### config.mk
export PLATFORM = sky130hd
export DESIGN_NAME = multicycle_control
export DESIGN_NICKNAME = d
export VERILOG_FILES = /design/src/rtl/multicycle_control_pkg.sv /design/src/rtl/ctrl_perf_counters.sv /design/src/rtl/multicycle_control.sv
export SDC_FILE = /design/constraint.sdc
export NUM_CORES = 1
export LEC_CHECK = 0
export ABC_AREA = 1
export BUFFER_PORTS_ARGS = -buffer_cell sky130_fd_sc_hd__buf_2
export CAP_MARGIN = 20
export CORE_UTILIZATION = 45
export DETAILED_ROUTE_END_ITERATION = 7
export PLACE_DENSITY = 0.81
export SYNTH_ARGS = -nofsm -noshare
export SYNTH_HDL_FRONTEND = slang
export SYNTH_SLANG_ARGS = --single-unit
### constraint.sdc
create_clock -name clk -period 1.6 [get_ports clk]
set_clock_uncertainty 0.05 [all_clocks]
set_input_delay 0.16 -clock clk [delete_from_list [all_inputs] [get_ports clk]]
set_output_delay 0.16 -clock clk [all_outputs]
set_load 0.05 [all_outputs]
### src/rtl/multicycle_control_pkg.sv
// Shared encodings for the multicycle RV32I control FSM: states, opcodes,
// ALU operand/operation selects and the packed control-word layout.
package ctrl_pkg;

  localparam logic [3:0] S_IDLE     = 4'd0;
  localparam logic [3:0] S_FETCH    = 4'd1;
  localparam logic [3:0] S_DECODE   = 4'd2;
  localparam logic [3:0] S_MEM_ADDR = 4'd3;
  localparam logic [3:0] S_MEM_RD   = 4'd4;
  localparam logic [3:0] S_MEM_WB   = 4'd5;
  localparam logic [3:0] S_MEM_WR   = 4'd6;
  localparam logic [3:0] S_EXEC_R   = 4'd7;
  localparam logic [3:0] S_EXEC_I   = 4'd8;
  localparam logic [3:0] S_ALU_WB   = 4'd9;
  localparam logic [3:0] S_BRANCH   = 4'd10;

  localparam logic [6:0] OP_LOAD   = 7'b0000011;
  localparam logic [6:0] OP_STORE  = 7'b0100011;
  localparam logic [6:0] OP_RTYPE  = 7'b0110011;
  localparam logic [6:0] OP_ITYPE  = 7'b0010011;
  localparam logic [6:0] OP_BRANCH = 7'b1100011;

  localparam logic [1:0] SRCA_PC    = 2'b00;
  localparam logic [1:0] SRCA_REGA  = 2'b01;
  localparam logic [1:0] SRCA_OLDPC = 2'b10;

  localparam logic [1:0] SRCB_REGB = 2'b00;
  localparam logic [1:0] SRCB_FOUR = 2'b01;
  localparam logic [1:0] SRCB_IMM  = 2'b10;

  localparam logic [1:0] ALUOP_ADD   = 2'b00;
  localparam logic [1:0] ALUOP_SUB   = 2'b01;
  localparam logic [1:0] ALUOP_FUNCT = 2'b10;

  typedef struct packed {
    logic       pcWrite;
    logic       pcWriteCond;
    logic       iOrD;
    logic       memRead;
    logic       memWrite;
    logic       irWrite;
    logic       memToReg;
    logic       regWrite;
    logic [1:0] aluSrcA;
    logic [1:0] aluSrcB;
    logic [1:0] aluOp;
    logic       pcSrc;
    logic       illegalInstr;
  } ctrl_t;

  function automatic logic isSupported(input logic [6:0] op);
    case (op)
      OP_LOAD, OP_STORE, OP_RTYPE, OP_ITYPE, OP_BRANCH: isSupported = 1'b1;
      default:                                          isSupported = 1'b0;
    endcase
  endfunction

endpackage

### src/rtl/ctrl_perf_counters.sv
// Free-running cycle and retired-instruction counters for the control FSM.
// Only instantiated when CTRL_PERF_EN is defined.
module ctrl_perf_counters
  import ctrl_pkg::*;
(
  input  logic        clk,
  input  logic        reset,
  input  logic        countCycle,
  input  logic        countInstr,
  output logic [31:0] cycleCount,
  output logic [31:0] instrCount
);

  // Busy-cycle counter, wraps naturally at 2^32
  always_ff @(posedge clk or posedge reset) begin
    if (reset) begin
      cycleCount <= 32'd0;
    end else if (countCycle) begin
      cycleCount <= cycleCount + 32'd1;
    end else begin
      cycleCount <= cycleCount;
    end
  end

  // Completed-instruction counter, wraps naturally at 2^32
  always_ff @(posedge clk or posedge reset) begin
    if (reset) begin
      instrCount <= 32'd0;
    end else if (countInstr) begin
      instrCount <= instrCount + 32'd1;
    end else begin
      instrCount <= instrCount;
    end
  end

endmodule

### src/rtl/multicycle_control.sv
// Main control FSM of the multicycle RV32I core (Moore outputs, FETCH writes
// qualified by mem_ready). Optional perf counters under CTRL_PERF_EN.
module multicycle_control
  import ctrl_pkg::*;
#(
  parameter int RESET_IDLE_CYCLES = 1
) (
  input  logic        clk,
  input  logic        reset,
  input  logic [6:0]  opcode,
  input  logic        mem_ready,
  output logic        pc_write,
  output logic        pc_write_cond,
  output logic        i_or_d,
  output logic        mem_read,
  output logic        mem_write,
  output logic        ir_write,
  output logic        mem_to_reg,
  output logic        reg_write,
  output logic [1:0]  alu_src_a,
  output logic [1:0]  alu_src_b,
  output logic [1:0]  alu_op,
  output logic        pc_src,
  output logic        illegal_instr,
  output logic [3:0]  state_o
`ifdef CTRL_PERF_EN
  ,
  output logic [31:0] cycle_count,
  output logic [31:0] instr_count
`endif
);

  localparam logic [3:0] IDLE_LAST = 4'(RESET_IDLE_CYCLES - 1);

  logic [3:0] state;
  logic [3:0] nextState;
  logic [3:0] idleCnt;
  ctrl_t      ctrl;

  // State register
  always_ff @(posedge clk or posedge reset) begin
    if (reset) begin
      state <= S_IDLE;
    end else begin
      state <= nextState;
    end
  end

  // Post-reset idle counter; held at zero outside IDLE so re-entry restarts it
  always_ff @(posedge clk or posedge reset) begin
    if (reset) begin
      idleCnt <= 4'd0;
    end else if (state == S_IDLE && idleCnt != IDLE_LAST) begin
      idleCnt <= idleCnt + 4'd1;
    end else begin
      idleCnt <= 4'd0;
    end
  end

  // Next-state logic
  always_comb begin
    nextState = S_IDLE;
    case (state)
      S_IDLE:     nextState = (idleCnt == IDLE_LAST) ? S_FETCH : S_IDLE;
      S_FETCH:    nextState = mem_ready ? S_DECODE : S_FETCH;
      S_DECODE: begin
        case (opcode)
          OP_LOAD, OP_STORE: nextState = S_MEM_ADDR;
          OP_RTYPE:          nextState = S_EXEC_R;
          OP_ITYPE:          nextState = S_EXEC_I;
          OP_BRANCH:         nextState = S_BRANCH;
          default:           nextState = S_FETCH;
        endcase
      end
      S_MEM_ADDR: begin
        case (opcode)
          OP_LOAD:  nextState = S_MEM_RD;
          OP_STORE: nextState = S_MEM_WR;
          default:  nextState = S_FETCH;
        endcase
      end
      S_MEM_RD:   nextState = mem_ready ? S_MEM_WB : S_MEM_RD;
      S_MEM_WB:   nextState = S_FETCH;
      S_MEM_WR:   nextState = mem_ready ? S_FETCH : S_MEM_WR;
      S_EXEC_R:   nextState = S_ALU_WB;
      S_EXEC_I:   nextState = S_ALU_WB;
      S_ALU_WB:   nextState = S_FETCH;
      S_BRANCH:   nextState = S_FETCH;
      default:    nextState = S_IDLE;
    endcase
  end

  // Output decode; everything not named for a state stays 0
  always_comb begin
    ctrl = '0;
    case (state)
      S_FETCH: begin
        ctrl.memRead = 1'b1;
        ctrl.aluSrcA = SRCA_PC;
        ctrl.aluSrcB = SRCB_FOUR;
        ctrl.aluOp   = ALUOP_ADD;
        ctrl.irWrite = mem_ready;
        ctrl.pcWrite = mem_ready;
      end
      S_DECODE: begin
        ctrl.aluSrcA      = SRCA_OLDPC;
        ctrl.aluSrcB      = SRCB_IMM;
        ctrl.aluOp        = ALUOP_ADD;
        ctrl.illegalInstr = ~isSupported(opcode);
      end
      S_MEM_ADDR: begin
        ctrl.aluSrcA = SRCA_REGA;
        ctrl.aluSrcB = SRCB_IMM;
        ctrl.aluOp   = ALUOP_ADD;
      end
      S_MEM_RD: begin
        ctrl.iOrD    = 1'b1;
        ctrl.memRead = 1'b1;
      end
      S_MEM_WB: begin
        ctrl.regWrite = 1'b1;
        ctrl.memToReg = 1'b1;
      end
      S_MEM_WR: begin
        ctrl.iOrD     = 1'b1;
        ctrl.memWrite = 1'b1;
      end
      S_EXEC_R: begin
        ctrl.aluSrcA = SRCA_REGA;
        ctrl.aluSrcB = SRCB_REGB;
        ctrl.aluOp   = ALUOP_FUNCT;
      end
      S_EXEC_I: begin
        ctrl.aluSrcA = SRCA_REGA;
        ctrl.aluSrcB = SRCB_IMM;
        ctrl.aluOp   = ALUOP_FUNCT;
      end
      S_ALU_WB: begin
        ctrl.regWrite = 1'b1;
        ctrl.memToReg = 1'b0;
      end
      S_BRANCH: begin
        ctrl.aluSrcA     = SRCA_REGA;
        ctrl.aluSrcB     = SRCB_REGB;
        ctrl.aluOp       = ALUOP_SUB;
        ctrl.pcWriteCond = 1'b1;
        ctrl.pcSrc       = 1'b1;
      end
      default: ctrl = '0;
    endcase
  end

  assign pc_write      = ctrl.pcWrite;
  assign pc_write_cond = ctrl.pcWriteCond;
  assign i_or_d        = ctrl.iOrD;
  assign mem_read      = ctrl.memRead;
  assign mem_write     = ctrl.memWrite;
  assign ir_write      = ctrl.irWrite;
  assign mem_to_reg    = ctrl.memToReg;
  assign reg_write     = ctrl.regWrite;
  assign alu_src_a     = ctrl.aluSrcA;
  assign alu_src_b     = ctrl.aluSrcB;
  assign alu_op        = ctrl.aluOp;
  assign pc_src        = ctrl.pcSrc;
  assign illegal_instr = ctrl.illegalInstr;
  assign state_o       = state;

`ifdef CTRL_PERF_EN
  logic instrDone;

  // Retirement = entering FETCH from a terminal state; illegal returns excluded
  assign instrDone = (nextState == S_FETCH) &&
                     (state == S_MEM_WB || state == S_MEM_WR ||
                      state == S_ALU_WB || state == S_BRANCH);

  ctrl_perf_counters uPerf (
    .clk        (clk),
    .reset      (reset),
    .countCycle (state != S_IDLE),
    .countInstr (instrDone),
    .cycleCount (cycle_count),
    .instrCount (instr_count)
  );
`endif

endmodule

Word-level counts from Yosys, hierarchy flattened. Cells that the tools add are included.

$add $sub $neg: 1. Equality and inequality tests: 15. Mux-type cells: 18. Bitwise logic cells: 1. Reduce and logical (&&, ||, !) cells: 10.

Operators by type and width (count): 6-bit case mux with 6 select lines (1); 4-bit case mux with 8 select lines (1); 4-bit by 3-bit == test with 1-bit output (second input constant) (4); 4-bit case mux with 4 select lines (1); 7-bit by 6-bit == test with 1-bit output (second input constant) (2); 4-bit == test (second input constant) (3); 1-bit two-way mux (10); 4-bit by 2-bit == test with 1-bit output (second input constant) (2); 4-bit logical NOT (2); 2-bit OR reduction (4); 7-bit by 2-bit == test with 1-bit output (second input constant) (1); 7-bit by 5-bit == test with 1-bit output (second input constant) (1); 7-bit == test (second input constant) (1); 3-bit case mux with 2 select lines (1); 5-bit OR reduction (1); 4-bit by 1-bit adder with 4-bit output (second input constant) (1); 4-bit by 1-bit == test with 1-bit output (second input constant) (1); 4-bit two-way mux (1); 2-bit case mux with 2 select lines (1); 4-bit nonzero test (1); 3-bit two-way mux (1); 3-bit OR reduction (1); 2-bit two-way mux (1); 1-bit logical AND (1); 1-bit inverter (1).

Bits in registers: 8. Input port bits: 10. Output and inout port bits: 20. Word-level logic and storage cells: 47.

Longest topological paths before layout. Gate-level depths: netlist (run 1).

Depth in word-level cells: 6. Gate-level depth with buffers: 8. Mapped depth without buffers: 8.

Worst setup path before layout (run 1). Ideal clock, no wire load.

Path type: register to output. Start: register state[0] (netlist: state_o[0]). End: output pc_write. Arrival time: 2.071 ns. Data required time: 1.390 ns. Path slack: -0.681 ns. Stages on the path, launching flop included: 6. Path buffers: 1. Path through: dfrtp_1 nand2_2 nor2_2 nand2_2 inv_1 buf_4.

Word-level cells in the longest chain between the ends: 2.

Ends and longest elaborated chain: from (decl) (line multicycle_control.sv:35) `logic [3:0] state;`; from (signal assigned) (line multicycle_control.sv:45) `state <= nextState;`; 4-bit by 1-bit == test with 1-bit output; 1-bit two-way mux; to (decl) (line multicycle_control.sv:12) `output logic pc_write,`.

Every way passes these cells.

Final worst setup path (run 1).
Start: register state[2] (netlist: state_o[2]). End: output illegal_instr.

Word-level cells in the longest chain between the ends: 2.

Ends and longest elaborated chain: 4-bit by 2-bit == test with 1-bit output (line multicycle_control.sv:96) `case (state)`; 1-bit two-way mux (line multicycle_control.sv:96); to (decl) (line multicycle_control.sv:24) `output logic illegal_instr,`.

Every way passes these cells.

==> impl_results.md, run 1 <==
- Status: finished with violations
- Failing checks: setup timing
- Top cell type's share of synthesized area: 0.291
- Slew @ Worst Pin: 0.317 ns
- Most frequent cell after synthesis: nand2_1
- Register area share after synthesis: 0.291
- Yosys reg bits: 8
- Ys async rst share: 1.00
- CP arrival: 1.40 ns
- Later-pin clock latency in the skew report: 0.25 ns
- DRC violations left: 0
- Row cnt: 13
- Unrepaired setup endpoints after global routing: true
- Bufs on Longest Clock Path: 2
- Total grt overflow: 0
- First-pass GRT wire length: 2510 um
- Synth Warn #: 0
- Final Util: 0.768
- CP max FO: 5
- Maximum VDD drop: 0.801 mV
- Fin. Hold Viols: 0
- Root Driver: clkbuf_4
- Top_reg_cell synth: dfrtp_1
- Total core area: 1370 sq um
- Ant diodes: 0
- DIE AREA: 1690 sq um
- Type of the worst setup path: reg2out
- Largest net degree at the start of global routing: 9
- Layout area overhead: 52.5%
- Hold Slack: 0.141 ns
- CP Launch Type: flip-flop
- Mapped Area: 688 sq um
- Top Ports: 30
- Post-route ant nets: 0
- Final WS setup: -0.00898 ns
- Period utilization: 1.01
- Top cell type by total area after synthesis: dfrtp_1
- CTS tree: yes
- Crit-path slowest cell: dfrtp_2
- F_max: 622 MHz
- Number of global-route vias before repair: 633
- Post-synth EDFFs: 0
- WP data required: 1.39 ns
- Starting density of the core: 0.504
- Synth Net Count: 122
- Post-synthesis area per instance: 6.26 sq um
- DP HPWL: 1410 um
- Die Y: 41.1 um
- Area post-placement: 877 sq um
- DRT Pass-1 Iters: 4
- PD cells: 1330 nW/um^2
- P_leak: 0.619 nW
- Worst-path clk slew: 0.05 ns
- Nets: 162
- Via/cell ratio: 5.06
- Pre-CTS WS: 0.165 ns
- TritonCTS Buffers: 3
- Die Span X: 41.1 um
- Wirelength per Cell: 12.2 um
- I/O Buffers: 29
- Area contributors post-synth: dfrtp_1 (29%), nand2_1 (15%), nor2_1 (11%)
- Post-Route WL: 1980 um
- CP Capture Type: output pin
- Synth cell count leaders: nand2_1 (27), nor2_1 (21), inv_1 (16), dfrtp_1 (8), nand3_1 (8)
- Minimum clock period: 1.61 ns
- All-layer global routing usage: 0.235
- Layout cell share with drive strength beyond 1: 0.486
- Crit-path cells: inv_2, nand2_4, nor2_4, and3_4, buf_8
- Slowest stage delay, CP: 0.45 ns
- Hold Path Class: in2reg
- Max cap viols: 0
- Vias: 825
- Max-slew violations: 0
- Initial antenna violation count: 0
- Design Area, Final: 1050 sq um
- Clk sinks: 8
- 1st-iter DRT viols: 13
- Final Wtd Congestion: 0.711
- Slew headroom: 0.789
- H-tree depth: 1
- Distinct cells, synth: 22
- Setup-failing EPs final: 1
- Synthesized instance count: 110
[registers in the layout (all words and copies together) (netlist names)]
name	cells
idleCnt	4
state_o	4
[stage by stage]
stage	cells	setup TNS, ns	power, mW
finish	163	-0.00898	1.40
global route	163	-0.174	1.47
CTS	157	-0.00258	1.24
detailed placement	153	0	1.02
global placement	153	0	1.00
floorplan	110	-0.417	0.878
[cells by family after synthesis]
family                     share of synthesized area
and+or+nand+nor                                0.467
buffers and inverters                          0.131
DFF                                            0.291
AOI/OAI and AO/OA                             0.0491
xor gates and xnor gates                      0.0255
adders and majority gates                     0.0364
[layout by cell type, fill, tap and decap left out, drive strengths merged]
master,n
a21oi,1
a31o,1
and3,1
buf,35
clkbuf,4
clkinvlp,2
dfrtp,8
dlygate4sd3,1
ha,2
inv,18
nand2,33
nand3,8
nand4,1
nor2,25
nor3,1
o21ai,4
or2,1
xnor2,1
xor2,1
[what timing repair did]
action                                  in CTS  in global routing
setup buffers                                0                  6
endpoints found under the setup margin       7                 11
gates resized for setup                     10                 24
hold buffers                                 1                  0
hold endpoints to repair                     8                  0
pin swaps                                    2                  5
[metal layers]
layer | up-vias | global-route usage | wire length (um) | share of wire
met1 | 372 | 0.239 | 723 | 0.36
met5 | - | 0 | 0 | 0
met4 | 0 | 0.0726 | 24 | 0.012
met3 | 4 | 0.0761 | 142 | 0.072
li1 | 412 | - | - | -
met2 | 37 | 0.445 | 1090 | 0.55
[layout make-up]
class,instances,area (sq um)
clock buffer,3,22.5
fill,109,317
inverter,20,85.1
multi-input combinational,80,448
sequential,8,205
tap,15,18.8
timing repair buffer,37,270
[worst paths after layout]
| check | start | endpoint | slack [ns] | depth (start not counted) |
|---|---|---|---|---|
| max | state_o[2]$_DFF_PP0_ | illegal_instr | -0.009 | 5 |
| min | opcode[5] | state_o[1]$_DFF_PP0_ | 0.14 | 3 |
| max reg2reg | state_o[2]$_DFF_PP0_ | state_o[0]$_DFF_PP0_ | 0.31 | 6 |
| min reg2reg | idleCnt[0]$_DFF_PP0_ | idleCnt[0]$_DFF_PP0_ | 0.46 | 1 |
| max in group asynchronous | reset | state_o[0]$_DFF_PP0_ | 0.88 | 3 |
| min in group asynchronous | reset | idleCnt[3]$_DFF_PP0_ | 0.36 | 3 |
[worst max-delay path, delay by kind of cell (launching register included)]
family	cells	cell delay (ns)
buffers and inverters	2	0.24
DFF	1	0.45
and+or+nand+nor	3	0.46
[power breakdown]
part / internal, mW / switching (mW)
sequential: 0.229 / 0.0595
clock: 0.0858 / 0.0677
combinational: 0.320 / 0.635
(Power assumes the default switching activity.)
==> run 2: changes to the inputs <==
Settings changed: CORE_UTILIZATION 45 to 25, PLACE_DENSITY 0.81 to 0.53.
==> run 2 against run 1 <==
The flow now finishes without violations. Core utilization shrank 34 points. Die area grew 76%. Sequential share of layout area shrank 0.61 points. Global-route usage shrank 9.6 points. Largest cell class unchanged. Routed wire length shrank 9.2%. Cell count grew 11%.
==> impl_results.md, run 2 (synthesis gave the netlist of run 1 again) <==
- Status: finished, final reports clean
- Slew @ Worst Pin: 0.267 ns
- Storage cell area: 205 sq um
- Slew headroom: 0.820
- R2R setup slack: 0.25 ns
- Hold Path Class: in2reg
- TritonCTS Buffers: 3
- Starting density of the core: 0.270
- DIE AREA: 2970 sq um
- Clk sinks: 8
- Filler cells: 272
- Nets: 164
- Sw Pwr: 0.757 mW
- Wirelength per Cell: 9.96 um
- Setup-failing EPs final: 0
- Ant diodes: 0
- WP data required: 1.39 ns
- GR peak layer: met2
- Minimum clock period: 1.59 ns
- Met3 Use GR: 0.0250
- Via/cell ratio: 4.47
- Commonest cells after routing, fill and taps aside: nand2_1 (23), buf_2 (19), nor2_1 (18)
- Top Ports: 30
- Met1 global-route usage: 0.166
- DRC violations left: 0
- 1st-iter DRT viols: 8
- Worst-path clk slew: 0.05 ns
- Root Driver: clkbuf_4
- Pre-CTS WS: 0.162 ns
- Max-slew violations: 0
- Period utilization: 0.994
- Die Span X: 54.5 um
- Type of the worst setup path: reg2out
- First-pass GRT wire length: 2780 um
- Number of global-route vias before repair: 700
- Die Y: 54.5 um
- Unrepaired setup endpoints after global routing: true
- Comb power frac: 0.675
- Pint: 0.648 mW
- Later-pin clock latency in the skew report: 0.25 ns
- CP Launch Type: flip-flop
- Max cap viols: 0
- Area occupied by multi-input gates: 444 sq um
- Final Wtd Congestion: 0.770
- Commonest non-fill, non-tap cell in the layout: nand2_1
- Fin. Hold Viols: 0
- Clock power frac: 0.116
- I/O Buffers: 29
- CP Capture Type: output pin
- Final WS setup: 0.00887 ns
- Met2 Use GR: 0.222
- Post-Route Setup TNS: 0 ns
- PD cells: 1300 nW/um^2
- Bufs on Longest Clock Path: 2
- Row cnt: 18
- Layout cell share with drive strength beyond 1: 0.477
- Post-Route WL: 1800 um
- CP max FO: 5
- DP HPWL: 1410 um
- Vias: 809
- CTS tree: yes
- Post-route ant nets: 0
- Total grt overflow: 0
- CP arrival: 1.38 ns
- Hold Slack: 0.141 ns
- Final Util: 0.426
- Layout area overhead: 57.5%
- Largest net degree at the start of global routing: 9
- Maximum VDD drop: 0.739 mV
- Design Power: 1.40 mW
- Seq pwr share: 0.209
- Initial antenna violation count: 0
- F_max: 628 MHz
- All-layer global routing usage: 0.139
- Total core area: 2540 sq um
- DRT Pass-1 Iters: 4
- H-tree depth: 1
- P_leak: 0.624 nW
- Switching Share: 0.539
## run 2: cell count changes in the layout (fill, tap and decap cells not counted), sizes merged
cell | before | now
clkinv | 0 | 1
buf | 35 | 38
inv | 18 | 17
## run 2: routing by layer
layer	part of all wire	up-vias
met5	0	-
met4	0.033	0
met3	0.055	6
met2	0.49	25
met1	0.43	362
li1	-	416
## run 2: path summary, 6_finish.rpt
| path | cells after the start | to | start |
|---|---|---|---|
| max | 5 | illegal_instr | state_o[2]$_DFF_PP0_ |
| min | 3 | state_o[1]$_DFF_PP0_ | opcode[5] |
| max reg2reg | 8 | state_o[0]$_DFF_PP0_ | state_o[2]$_DFF_PP0_ |
| min reg2reg | 1 | idleCnt[0]$_DFF_PP0_ | idleCnt[0]$_DFF_PP0_ |
| max in group asynchronous | 3 | state_o[0]$_DFF_PP0_ | reset |
| min in group asynchronous | 3 | state_o[2]$_DFF_PP0_ | reset |
## run 2: power groups by stage
stage	Sequential (mW)	Combinational, mW	Clock [mW]
2_1_floorplan	0.351	0.528	0
5_1_grt	0.300	1.01	0.179
6_report	0.293	0.948	0.163
4_1_cts	0.286	0.791	0.170
3_3_place_gp	0.290	0.739	0
3_5_place_dp	0.287	0.733	0
## run 2: what timing repair did
action / CTS / global route
hold buffers: 1 / 0
pin swaps: 2 / 3
endpoints found under the hold margin: 8 / 0
resized for setup: 12 / 18
setup buffers: 0 / 8
setup endpoints to repair: 9 / 12
## run 2: stage by stage
stage	std cells	area [sq um]
2_1_floorplan	110	732
3_3_place_gp	168	896
3_5_place_dp	168	896
4_1_cts	173	967
5_1_grt	181	1080
6_report	181	1080
## run 2: critical path, stage by stage (launching register included)
cell,delay (ns)
dfrtp_2,0.45
inv_2,0.11
nand2_4,0.09
nor2_4,0.14
and3_4,0.20
buf_8,0.14
## run 2: final cells by class
cell class                      instances  area share
Multi-Input combinational cell         80       0.410
Timing Repair Buffer                   39       0.263
Sequential cell                         8       0.189
Inverter                               20      0.0785
Tap cell                               30      0.0346
Clock buffer                            4      0.0242
==> run 3: changes to the inputs <==
Settings changed: GPL_ROUTABILITY_DRIVEN from default to 0, PLACE_DENSITY 0.53 to 0.56.
==> run 3 against run 2 <==
Register-to-register slack better by 0.11 ns. Setup slack better by 0.017 ns. Clock power decreased by 9%. Critical path type unchanged. Critical endpoint unchanged.
==> impl_results.md, run 3 (synthesis gave the netlist of run 1 again) <==
- Clk sinks: 8
- Largest net degree at the start of global routing: 9
- CP max FO: 5
- Via/cell ratio: 4.35
- Die Span X: 54.5 um
- Starting density of the core: 0.270
- Wirelength per Cell: 9.81 um
- Status: finished, final reports clean
- Vias: 766
- Commonest non-fill, non-tap cell in the layout: nand2_1
- H-tree depth: 1
- TritonCTS Buffers: 3
- Clock power frac: 0.113
- Sw Pwr: 0.724 mW
- Seq pwr share: 0.220
- All-layer global routing usage: 0.135
- Ant diodes: 0
- Maximum VDD drop: 0.537 mV
- F_max: 635 MHz
- Nets: 160
- CTS tree: yes
- Layout cell share with drive strength beyond 1: 0.473
- Unrepaired setup endpoints after global routing: true
- Die Y: 54.5 um
- Minimum clock period: 1.57 ns
- DRC violations left: 0
- Commonest cells after routing, fill and taps aside: nand2_1 (22), buf_2 (18), nor2_1 (17)
- Bufs on Longest Clock Path: 2
- Comb power frac: 0.667
- Root Driver: clkbuf_4
- Top Ports: 30
- Pint: 0.597 mW
- Slew headroom: 0.809
- Filler cells: 271
- Area occupied by multi-input gates: 448 sq um
- DRT Pass-1 Iters: 4
- Layout area overhead: 53.3%
- Initial antenna violation count: 0
- Post-route ant nets: 0
- Hold Path Class: in2reg
- Period utilization: 0.984
- CP arrival: 1.36 ns
- Worst-path clk slew: 0.05 ns
- P_leak: 0.598 nW
- Design Power: 1.32 mW
- Row cnt: 18
- I/O Buffers: 29
- DIE AREA: 2970 sq um
- DP HPWL: 1420 um
- Total grt overflow: 0
- Hold Slack: 0.164 ns
- WP data required: 1.39 ns
- 1st-iter DRT viols: 6
- First-pass GRT wire length: 2750 um
- CP Capture Type: output pin
- CP Launch Type: flip-flop
- Area post-placement: 896 sq um
- Max cap viols: 0
- Design Area, Final: 1050 sq um
- R2R setup slack: 0.36 ns
- PD cells: 1250 nW/um^2
- Switching Share: 0.548
- Max-slew violations: 0
- Number of global-route vias before repair: 684
- Slew @ Worst Pin: 0.286 ns
- Fin. Hold Viols: 0
- Later-pin clock latency in the skew report: 0.25 ns
- Setup-failing EPs final: 0
- Total core area: 2540 sq um
- Type of the worst setup path: reg2out
- Post-Route WL: 1730 um
- Storage cell area: 205 sq um
-- run 3: changes by cell type in the layout (fill, tap and decap cells not counted), moves of 2 or more --
| cell | before | now |
|---|---|---|
| buf_6 | 6 | 3 |
| buf_4 | 11 | 9 |
| nand2_2 | 6 | 8 |
| nand2_4 | 4 | 2 |
-- run 3: metal layers --
metal	up-vias	GRT usage	routed length, um
li1	406	-	-
met3	2	0.0500	78
met5	-	0	0
met4	0	0.0513	19
met2	23	0.224	884
met1	335	0.158	744
-- run 3: through the flow --
| step | cells | TNS (ns) | worst slack [ns] | util |
|---|---|---|---|---|
| detailed placement | 168 | 0 | 0.163 | 0.352 |
| global placement | 168 | 0 | 0.191 | 0.352 |
| CTS | 172 | -0.00298 | -0.00285 | 0.377 |
| global route | 176 | -0.142 | -0.0377 | 0.414 |
| floorplan | 110 | -0.417 | -0.191 | - |
| finish | 176 | 0 | 0.0258 | 0.414 |
-- run 3: cell type report --
| class | instances | share of cell area |
|---|---|---|
| well taps | 30 | 0.0356 |
| clock buffers | 3 | 0.0214 |
| inverters | 20 | 0.0830 |
| repair buffers | 35 | 0.241 |
| multi-input cells | 80 | 0.425 |
| flip-flops and latches | 8 | 0.195 |
-- run 3: timing repair --
action,4_1_cts,5_1_grt
endpoints found under the setup margin,6,11
hold endpoints to repair,8,0
hold buffers,1,0
pin swaps,2,5
resized for setup,10,24
buffers inserted,0,4
-- run 3: path summary, 6_finish.rpt --
| check | cells past startpoint | from | endpoint |
|---|---|---|---|
| worst max-delay path | 5 | state_o[2]$_DFF_PP0_ | illegal_instr |
| worst min-delay path | 3 | opcode[5] | state_o[1]$_DFF_PP0_ |
| worst max register to register | 8 | state_o[3]$_DFF_PP0_ | state_o[2]$_DFF_PP0_ |
| worst min register to register | 1 | idleCnt[0]$_DFF_PP0_ | idleCnt[0]$_DFF_PP0_ |
| max in group asynchronous | 3 | reset | state_o[3]$_DFF_PP0_ |
| min in group asynchronous | 3 | reset | idleCnt[2]$_DFF_PP0_ |
-- run 3: critical path, stage by stage, from the launching register on --
cell,delay (ns)
dfrtp_2,0.46
inv_4,0.11
nand2_8,0.07
nor2_4,0.14
and3_4,0.20
buf_8,0.14
-- run 3: power by group through the flow --
stage | clock network [mW] | registers [mW] | logic, mW
after floorplan | 0 | 0.351 | 0.528
after global placement | 0 | 0.280 | 0.739
after detailed placement | 0 | 0.280 | 0.736
after CTS | 0.160 | 0.279 | 0.795
after global routing | 0.171 | 0.295 | 0.940
final | 0.149 | 0.291 | 0.882
